$ cat config.mk
export PLATFORM = sky130hd
export DESIGN_NAME = mindu_scan_driver
export DESIGN_NICKNAME = d
export VERILOG_FILES = /design/src/rtl/mindu_pkg.sv /design/src/rtl/mindu_bin2bcd.sv /design/src/rtl/mindu_scan_driver.sv
export SDC_FILE = /design/constraint.sdc
export NUM_CORES = 1
export LEC_CHECK = 0
export BUFFER_PORTS_ARGS = -buffer_cell sky130_fd_sc_hd__buf_2
export CORE_UTILIZATION = 40
export CTS_CLUSTER_SIZE = 24
export DETAILED_ROUTE_END_ITERATION = 16
export GPL_ROUTABILITY_DRIVEN = 0
export GPL_TIMING_DRIVEN = 0
export PLACE_DENSITY_LB_ADDON = 0.05
export SYNTH_ARGS = -nofsm -noshare
export SYNTH_HDL_FRONTEND = slang
export SYNTH_SLANG_ARGS = --single-unit
$ cat constraint.sdc
create_clock -name clk -period 2.8 [get_ports clk]
set_input_delay 0.28 -clock clk [delete_from_list [all_inputs] [get_ports clk]]
set_output_delay 0.28 -clock clk [all_outputs]
set_load 0.02 [all_outputs]
$ cat src/rtl/mindu_pkg.sv
// Shared types and the seven-segment code table for the mindu scan driver.
package mindu_pkg;

    typedef enum logic [1:0] {
        IDLE,
        CONV,
        DONE
    } state_t;

    localparam logic [6:0] SEG_BLANK = 7'h7F;

    // Active-low segment code, [0]=A ... [6]=G; anything that is not BCD shows blank.
    function automatic logic [6:0] seg_of(input logic [3:0] digit);
        case (digit)
            4'd0:    return 7'h40;
            4'd1:    return 7'h79;
            4'd2:    return 7'h24;
            4'd3:    return 7'h30;
            4'd4:    return 7'h19;
            4'd5:    return 7'h12;
            4'd6:    return 7'h02;
            4'd7:    return 7'h78;
            4'd8:    return 7'h00;
            4'd9:    return 7'h10;
            default: return SEG_BLANK;
        endcase
    endfunction

endpackage

$ cat src/rtl/mindu_bin2bcd.sv
// Sequential double-dabble converter: one shift-add-3 step per clock.
// start loads the operand; done is high in the cycle whose closing edge performs
// the final step, so bcd holds the finished result from the following cycle on.
module mindu_bin2bcd
    import mindu_pkg::*;
#(
    parameter int BIN_W      = 14,
    parameter int NUM_DIGITS = 4
) (
    input  logic                    clk,
    input  logic                    reset,
    input  logic                    start,
    input  logic [BIN_W-1:0]        bin,
    output logic                    done,
    output logic [4*NUM_DIGITS-1:0] bcd
);

    localparam int CNT_W = $clog2(BIN_W + 1);

    logic [CNT_W-1:0]        steps_left;
    logic [BIN_W-1:0]        shreg;
    logic [4*NUM_DIGITS-1:0] adj;

    // Add 3 to every BCD digit that would overflow past 9 after the next shift.
    always_comb begin
        adj = bcd;
        for (int i = 0; i < NUM_DIGITS; i++) begin
            if (bcd[4*i +: 4] >= 4'd5) begin
                adj[4*i +: 4] = bcd[4*i +: 4] + 4'd3;
            end
        end
    end

    // Operand load on start, then shift the adjusted digits and operand left once per cycle.
    always_ff @(posedge clk or posedge reset) begin
        if (reset) begin
            steps_left <= '0;
            shreg      <= '0;
            bcd        <= '0;
        end else if (start) begin
            steps_left <= CNT_W'(BIN_W);
            shreg      <= bin;
            bcd        <= '0;
        end else if (steps_left != '0) begin
            {bcd, shreg} <= {adj, shreg} << 1;
            steps_left   <= steps_left - 1'b1;
        end
    end

    assign done = (steps_left == CNT_W'(1));

endmodule

$ cat src/rtl/mindu_scan_driver.sv
// Multi-digit time-multiplexed decimal display driver (common-anode, active-low).
// Build option: define MINDU_LZ_BLANK_EN to blank leading zeros (digit 0 always shown).
//
//  state | meaning
//  IDLE  | display shows committed value, load_ready=1
//  CONV  | BIN_W double-dabble steps in flight, old value still displayed
//  DONE  | one cycle, commit digits/overflow/valid to the display registers
module mindu_scan_driver
    import mindu_pkg::*;
#(
    parameter int NUM_DIGITS  = 4,
    parameter int BIN_W       = 14,
    parameter int REFRESH_DIV = 1000
) (
    input  logic                  clk,
    input  logic                  reset,
    input  logic                  load_valid,
    output logic                  load_ready,
    input  logic [BIN_W-1:0]      bin_num,
    output logic                  busy,
    output logic [6:0]            Segments,
    output logic [NUM_DIGITS-1:0] Anodes
);

    localparam int unsigned LIMIT = 10 ** NUM_DIGITS;
    localparam int IDX_W = (NUM_DIGITS > 1) ? $clog2(NUM_DIGITS) : 1;
    localparam int REF_W = $clog2(REFRESH_DIV);

    state_t                  state, state_next;
    logic                    accept;
    logic                    conv_done;
    logic                    ovf_q;
    logic [4*NUM_DIGITS-1:0] bcd;
    logic [4*NUM_DIGITS-1:0] disp_bcd;
    logic                    disp_ovf;
    logic                    disp_valid;
    logic [REF_W-1:0]        refresh_cnt;
    logic [IDX_W-1:0]        digit_idx;
    logic [NUM_DIGITS-1:0]   lz_blank;
    logic                    digit_blank;

    mindu_bin2bcd #(
        .BIN_W      (BIN_W),
        .NUM_DIGITS (NUM_DIGITS)
    ) u_bin2bcd (
        .clk   (clk),
        .reset (reset),
        .start (accept),
        .bin   (bin_num),
        .done  (conv_done),
        .bcd   (bcd)
    );

    // Handshake FSM state register.
    always_ff @(posedge clk or posedge reset) begin
        if (reset) state <= IDLE;
        else       state <= state_next;
    end

    // Next state and handshake outputs; loads outside IDLE are simply dropped.
    always_comb begin
        state_next = state;
        load_ready = 1'b0;
        busy       = 1'b0;
        accept     = 1'b0;
        case (state)
            IDLE: begin
                load_ready = 1'b1;
                if (load_valid) begin
                    accept     = 1'b1;
                    state_next = CONV;
                end
            end
            CONV: begin
                busy = 1'b1;
                if (conv_done) state_next = DONE;
            end
            DONE: begin
                busy       = 1'b1;
                state_next = IDLE;
            end
            default: state_next = IDLE;
        endcase
    end

    // Range check at accept time; the converter only holds NUM_DIGITS digits.
    always_ff @(posedge clk or posedge reset) begin
        if (reset)       ovf_q <= 1'b0;
        else if (accept) ovf_q <= ({1'b0, bin_num} >= (BIN_W+1)'(LIMIT));
    end

    // Display registers change only in DONE, so the old value stays up during conversion.
    always_ff @(posedge clk or posedge reset) begin
        if (reset) begin
            disp_bcd   <= '0;
            disp_ovf   <= 1'b0;
            disp_valid <= 1'b0;
        end else if (state == DONE) begin
            disp_bcd   <= bcd;
            disp_ovf   <= ovf_q;
            disp_valid <= 1'b1;
        end
    end

    // Refresh timer; each wrap moves the scan to the next digit.
    always_ff @(posedge clk or posedge reset) begin
        if (reset) begin
            refresh_cnt <= '0;
            digit_idx   <= '0;
        end else if (refresh_cnt == REF_W'(REFRESH_DIV - 1)) begin
            refresh_cnt <= '0;
            if (digit_idx == IDX_W'(NUM_DIGITS - 1)) digit_idx <= '0;
            else                                     digit_idx <= digit_idx + 1'b1;
        end else begin
            refresh_cnt <= refresh_cnt + 1'b1;
        end
    end

`ifdef MINDU_LZ_BLANK_EN
    // A digit is a leading zero when it and every digit above it are zero.
    always_comb begin
        logic seen_nonzero;
        seen_nonzero = 1'b0;
        lz_blank     = '0;
        for (int i = NUM_DIGITS - 1; i >= 1; i--) begin
            seen_nonzero = seen_nonzero | (disp_bcd[4*i +: 4] != 4'd0);
            lz_blank[i]  = ~seen_nonzero;
        end
    end
`else
    assign lz_blank = '0;
`endif

    assign digit_blank = ~disp_valid | disp_ovf | lz_blank[digit_idx];

    // Registered pin drivers so segments and anode switch on the same edge.
    always_ff @(posedge clk or posedge reset) begin
        if (reset) begin
            Segments <= SEG_BLANK;
            Anodes   <= '1;
        end else begin
            Segments <= digit_blank ? SEG_BLANK : seg_of(disp_bcd[4*digit_idx +: 4]);
            Anodes   <= ~(NUM_DIGITS'(1) << digit_idx);
        end
    end

endmodule
Yosys cells after proc, flatten, opt, wreduce, memory -nomap -nowiden
Memories as Yosys holds them, arrays and structs flattened.
Index checks and enable logic that the tools add are counted.

operators by class
  add/subtract/negate cells = 7
  magnitude comparators = 6
  eq/ne operators = 7
  reduce and logical (&&, ||, !) cells = 5
  shifts and indexed selects = 2
  multiplexer cells = 22
  bitwise gates (word level) = 4

operators with widths
  operator                                                           number
  two-way mux 16 bit                                                 2
  two-way mux 14 bit                                                 2
  two-way mux 4 bit                                                  5
  greater-or-equal comparator 4 x 3 -> 1 bit, second input constant  4
  indexed part select 16 x 5 -> 4 bit                                1
  greater-or-equal comparator 14 bit, second input constant          1
  adder 4 x 2 -> 4 bit, second input constant                        3
  adder 10 x 1 -> 10 bit, second input constant                      1
  == test 10 bit, second input constant                              1
  two-way mux 10 bit                                                 1
  two-way mux 7 bit                                                  1
  two-way mux 2 bit                                                  3
  two-way mux 1 bit                                                  5
  == test 2 bit, second input constant                               2
  == test 4 x 1 -> 1 bit, second input constant                      1
  inequality test 2 bit, second input constant                       2
  inverter 4 bit                                                     1
  one-hot mux 2 bit (2 select lines)                                 1
  nonzero test 4 bit                                                 1
  left shift 1 x 2 -> 4 bit, first input constant                    1
  subtractor 4 x 1 -> 4 bit, second input constant                   1
  adder 3 x 2 -> 3 bit, second input constant                        1
  less-than comparator 2 x 3 -> 1 bit, second input constant         1
  two-way mux 3 bit                                                  1
  9 further kinds                                                    10

word-level totals
  word-level logic and storage cells = 66
  output and inout port bits = 13
  input bits = 17
  bits in registers = 78
  memory bits (read-only) = 112
  memories kept = 1

memory list
  name             words  bits a word  read ports  clocked after Yosys merged registers in  write ports  line             source
  (no name shown)  16     7            1           0                                        0            mindu_pkg.sv:14  case (digit)

Longest topological paths before layout
  depth after elaboration = 4
  gate-level depth with buffers = 7
  mapped depth without buffers = 7

By module
A second synthesis with hierarchy kept.

unflattened totals
  cells, all modules = 383
  area total of the unflattened synthesis = 4,115.2 um^2

modules (own cells, without submodules)
  module             area an instance (um^2)  instances  seq. area each (um^2)  cells each
  mindu_scan_driver  2,115.8                  1          1,114.8                174
  mindu_bin2bcd      1,999.4                  1          850.8                  209

Least setup slack after synthesis
No wires, ideal clock.

  path kind = register -> register
  start point = register refresh_cnt[0]
  end point = register digit_idx[0]
  stages on the path, launching flop included = 7
  path buffers = 0
  clock period less this slack = 1.751 ns
  data required time = 2.675 ns
  setup time = 0.125 ns
  slack = 1.049 ns
  arrival = 1.627 ns
  cell sequence = dfrtp_1 ha_1 nand3_1 nor4b_4 nand2_1 nor2_4 mux2_2

on the way
  longest elaborated chain between the ends = 1

ends and longest elaborated chain
  what                      line                      source
  start: declaration        mindu_scan_driver.sv:37   logic [REF_W-1:0] refresh_cnt;
  start signal: assignment  mindu_scan_driver.sv:115  refresh_cnt <= refresh_cnt + 1'b1;
  == test 10 bit            mindu_scan_driver.sv:110  end else if (refresh_cnt == REF_W'(REFRESH_DIV - 1)) begin
  end signal: assignment    mindu_scan_driver.sv:113  else digit_idx <= digit_idx + 1'b1;
  end: declaration          mindu_scan_driver.sv:38   logic [IDX_W-1:0] digit_idx;

No other way between the ends.
A chain may end at the register's enable or synchronous reset.

Worst setup path after layout
Same ends and word-level chain as after synthesis.

==> metrics.md <==
| Metric | Value |
|---|---|
| Top_reg_cell synth | dfrtp_1 |
| Setup TNS | 0 ns |
| Placed Instances | between 500 and 600 |
| DP HPWL | 5340 µm |
| Final min period | 1.93 ns |
| Synth cell types | 37 |
| Die area | 0.0101 mm² |
| Sequential fraction of the synthesis area | 0.505 |
| Top post-synthesis cells by area | dfrtp_1 (43%), ha_1 (8.4%), dfstp_2 (7.4%) |
| Max Clk Rate | 518 MHz |
| Skew final | between 0.007 and 0.008 ns |
| Area share of the largest cell type after synthesis | 0.431 |
| EDFF count, synth | 0 |
| Core Area | approximately 0.0093 mm² |
| Die height | around 100 µm |
| Outcome | completed |
| Number of H-tree levels | 3 |
| Clk_lat worst skew | about 0.35 ns |
| Startpoint Class | flip-flop |
| Initial antenna violation count | 0 |
| Peak supply drop | between 0.5 and 0.6 mV |
| Number of global-route vias before repair | approximately 2.6k |
| Vias per cell | between 4 and 5 |
| Async S/R FF share, synth | 1.00 |
| Nets | about 460 |
| N_diodes | 0 |
| Share of post-route cells with drive strength above 1 | 0.209 |
| Worst-Margin Slew | between 0.5 and 0.6 ns |
| Gr ovfl total | 0 |
| Max Slew Vio Count | 0 |
| Post-Syn Nets | approximately 420 |
| Via Count | 2709 |
| Post-synth top area cell | dfrtp_1 |
| Leakage | 0.00200 µW |
| Clk slew on worst S/H paths | approximately 0.090 ns |
| Initial Utilization | 0.417 |
| Period Utilization, post-route | 0.690 |
| Critical Path End Type | flip-flop |
| Cell count after synthesis | ~380 |
| Most numerous cell in the Yosys netlist | dfrtp_1 |
| Pin count of the biggest net entering global routing | 52 |
| Io pins | 30 |
| Worst Path Required | 3.04 ns |
| Total Wirelength | 7520 µm |
| # DRC | 0 |
| CTS tree | done |
| Mean Syn Cell Area | a little over 10 µm² |
| Post-Layout Cell Count | 555 |
| Yosys reg bits | between 70 and 80 |
| RSZ-0062 raised after global routing | false |
| IO Port Bufs | 29 |
| Die W | approximately 100 µm |
| Antenna-violating nets left | 0 |
| First-pass iteration count of the detailed router | 4 |
| Final Hold Viols | 0 |
| Synth top cells by count | dfrtp_1 (67), nand2_1 (59), nor2_1 (31), ha_1 (26) |
| Row cnt | 35 |
| Synth Cell Area | ~0.0039 mm² |
| Min-delay worst type | primary input to flip-flop |
| Total Routing Usage GR | 0.162 |
| Wire per inst | around 14 µm |
| Area delta synth->final | 14.6% |
| WP data arrival | roughly 2.2 ns |
| First-pass GRT wire length | about 13000 µm |
| Power Density | between 1000 and 1500 mW/mm² |
| Worst-path fanout max | 7 |
| Root Driver | clkbuf_8 |
| Cts bufs inserted | 9 |
| Final setup vio count | 0 |
| Crit path kind | flip-flop to flip-flop |
| Max Cap Viol | 0 |
| Warnings from Yosys | 0 |
| Relative slew slack | 0.601 |
| Initial DRC Count | around 110 |
| Clock Path Buffers | 2 |
| Clk sinks | just under 80 |
| Fillers | 900 |
==> power breakdown <==
group | switching (µW) | internal (µW) | leakage, µW
logic | 909 | 777 | 0.000944
registers | 289 | 1570 | 0.000949
clock network | 426 | 510 | 0.000107
==> per-layer routing <==
| layer | vias up | routed length, µm | GRT usage |
|---|---|---|---|
| met2 | 38 | 3590 | 0.270 |
| li1 | 1362 | - | - |
| met4 | 0 | 66 | 0.0502 |
| met5 | - | 0 | 0 |
| met1 | 1304 | 3670 | 0.211 |
| met3 | 5 | 199 | 0.0374 |
==> path summary, 6_finish.rpt <==
path / slack, ns / startpoint / end / cells after the start
worst max-delay path: 0.87 / refresh_cnt[0] / digit_idx[0] / 6
worst min-delay path: 0.13 / bin_num[0] / u_bin2bcd.shreg[0] / 3
worst max register to register: 0.87 / refresh_cnt[0] / digit_idx[0] / 6
worst min register to register: 0.49 / refresh_cnt[0] / refresh_cnt[0] / 1
max in group asynchronous: 1.72 / reset / Segments[5] / 4
min in group asynchronous: 0.47 / reset / u_bin2bcd.shreg[1] / 3
==> layout make-up <==
class,count,area [µm²],share of cell area
Tap cell,129,161,0.0362
Clock inverter,6,93.8,0.0210
Sequential cell,78,1970,0.441
Clock buffer,10,128,0.0286
Timing Repair Buffer,31,183,0.0410
Multi-Input combinational cell,265,1780,0.399
Inverter,23,88.8,0.0199
Buffer,13,60.1,0.0135
==> cell families (layout without fill, tap and decap cells) <==
| group | after synthesis | in the layout | synth area share |
|---|---|---|---|
| buffers and inverters | 36 | 83 | 0.0376 |
| multiplexers | 30 | 30 | 0.0933 |
| AO/OA/AOI/OAI | 70 | 70 | 0.103 |
| AND/OR/NAND/NOR | 127 | 127 | 0.150 |
| XOR/XNOR | 12 | 12 | 0.0270 |
| flip-flops | 78 | 78 | 0.505 |
| adder cells (fa/ha/maj) | 26 | 26 | 0.0836 |
==> what timing repair did <==
item                                   in CTS  in global routing
resized for setup                           0                  0
setup buffers                               0                  0
endpoints found under the hold margin      27                  0
hold buffers                                1                  0
==> flip-flops by register name, summed over array words and instances, names as in the netlist, 2 cells and up <==
register              flops
Segments                  7
u_bin2bcd.shreg          14
digit_idx                 2
u_bin2bcd.steps_left      4
Anodes                    4
disp_bcd                 16
state                     2
u_bin2bcd.bcd            16
refresh_cnt              10
==> critical path, cell delays in order, from the launching register on <==
cell	delay (ns)
dfrtp_1	0.39
ha_1	0.24
nand3_1	0.16
nor4b_4	0.32
nand2_1	0.14
nor2_4	0.22
mux2_2	0.36
==> cell usage in the layout (no fill, tap or decap), drive strengths merged, types with 2 or more instances in the layout <==
master,Yosys,routed
nor2,32,32
a21oi,23,23
inv,23,25
bufinv,0,2
nor2b,4,4
o21ai,20,20
mux4,3,3
clkbuf,8,18
nand2b,5,5
nand3,13,13
a211oi,6,6
buf,5,35
a21o,3,3
mux2,20,20
a31oi,14,14
xor2,2,2
xnor2,10,10
nor3,2,2
nor3b,4,4
ha,26,26
mux2i,7,7
and2,3,3
nand2,59,59
dfstp,11,11
dfrtp,67,67
==> per-stage QoR <==
stage / hold WS [ns] / power, µW / cell area, µm² / util / setup slack, ns
6_report: 0.126 / 4480 / 4460 / 0.478 / 0.869
5_1_grt: 0.119 / 4860 / 4460 / 0.478 / 0.696
4_1_cts: 0.124 / 4530 / 4460 / 0.478 / 0.825
3_5_place_dp: 0.304 / 3570 / 4230 / 0.453 / 0.838
3_3_place_gp: 0.467 / 3550 / 4200 / 0.450 / -0.452
2_1_floorplan: 0.385 / 3160 / 3890 / - / 0.543
Note: power is estimated with default switching activity, not from simulation.
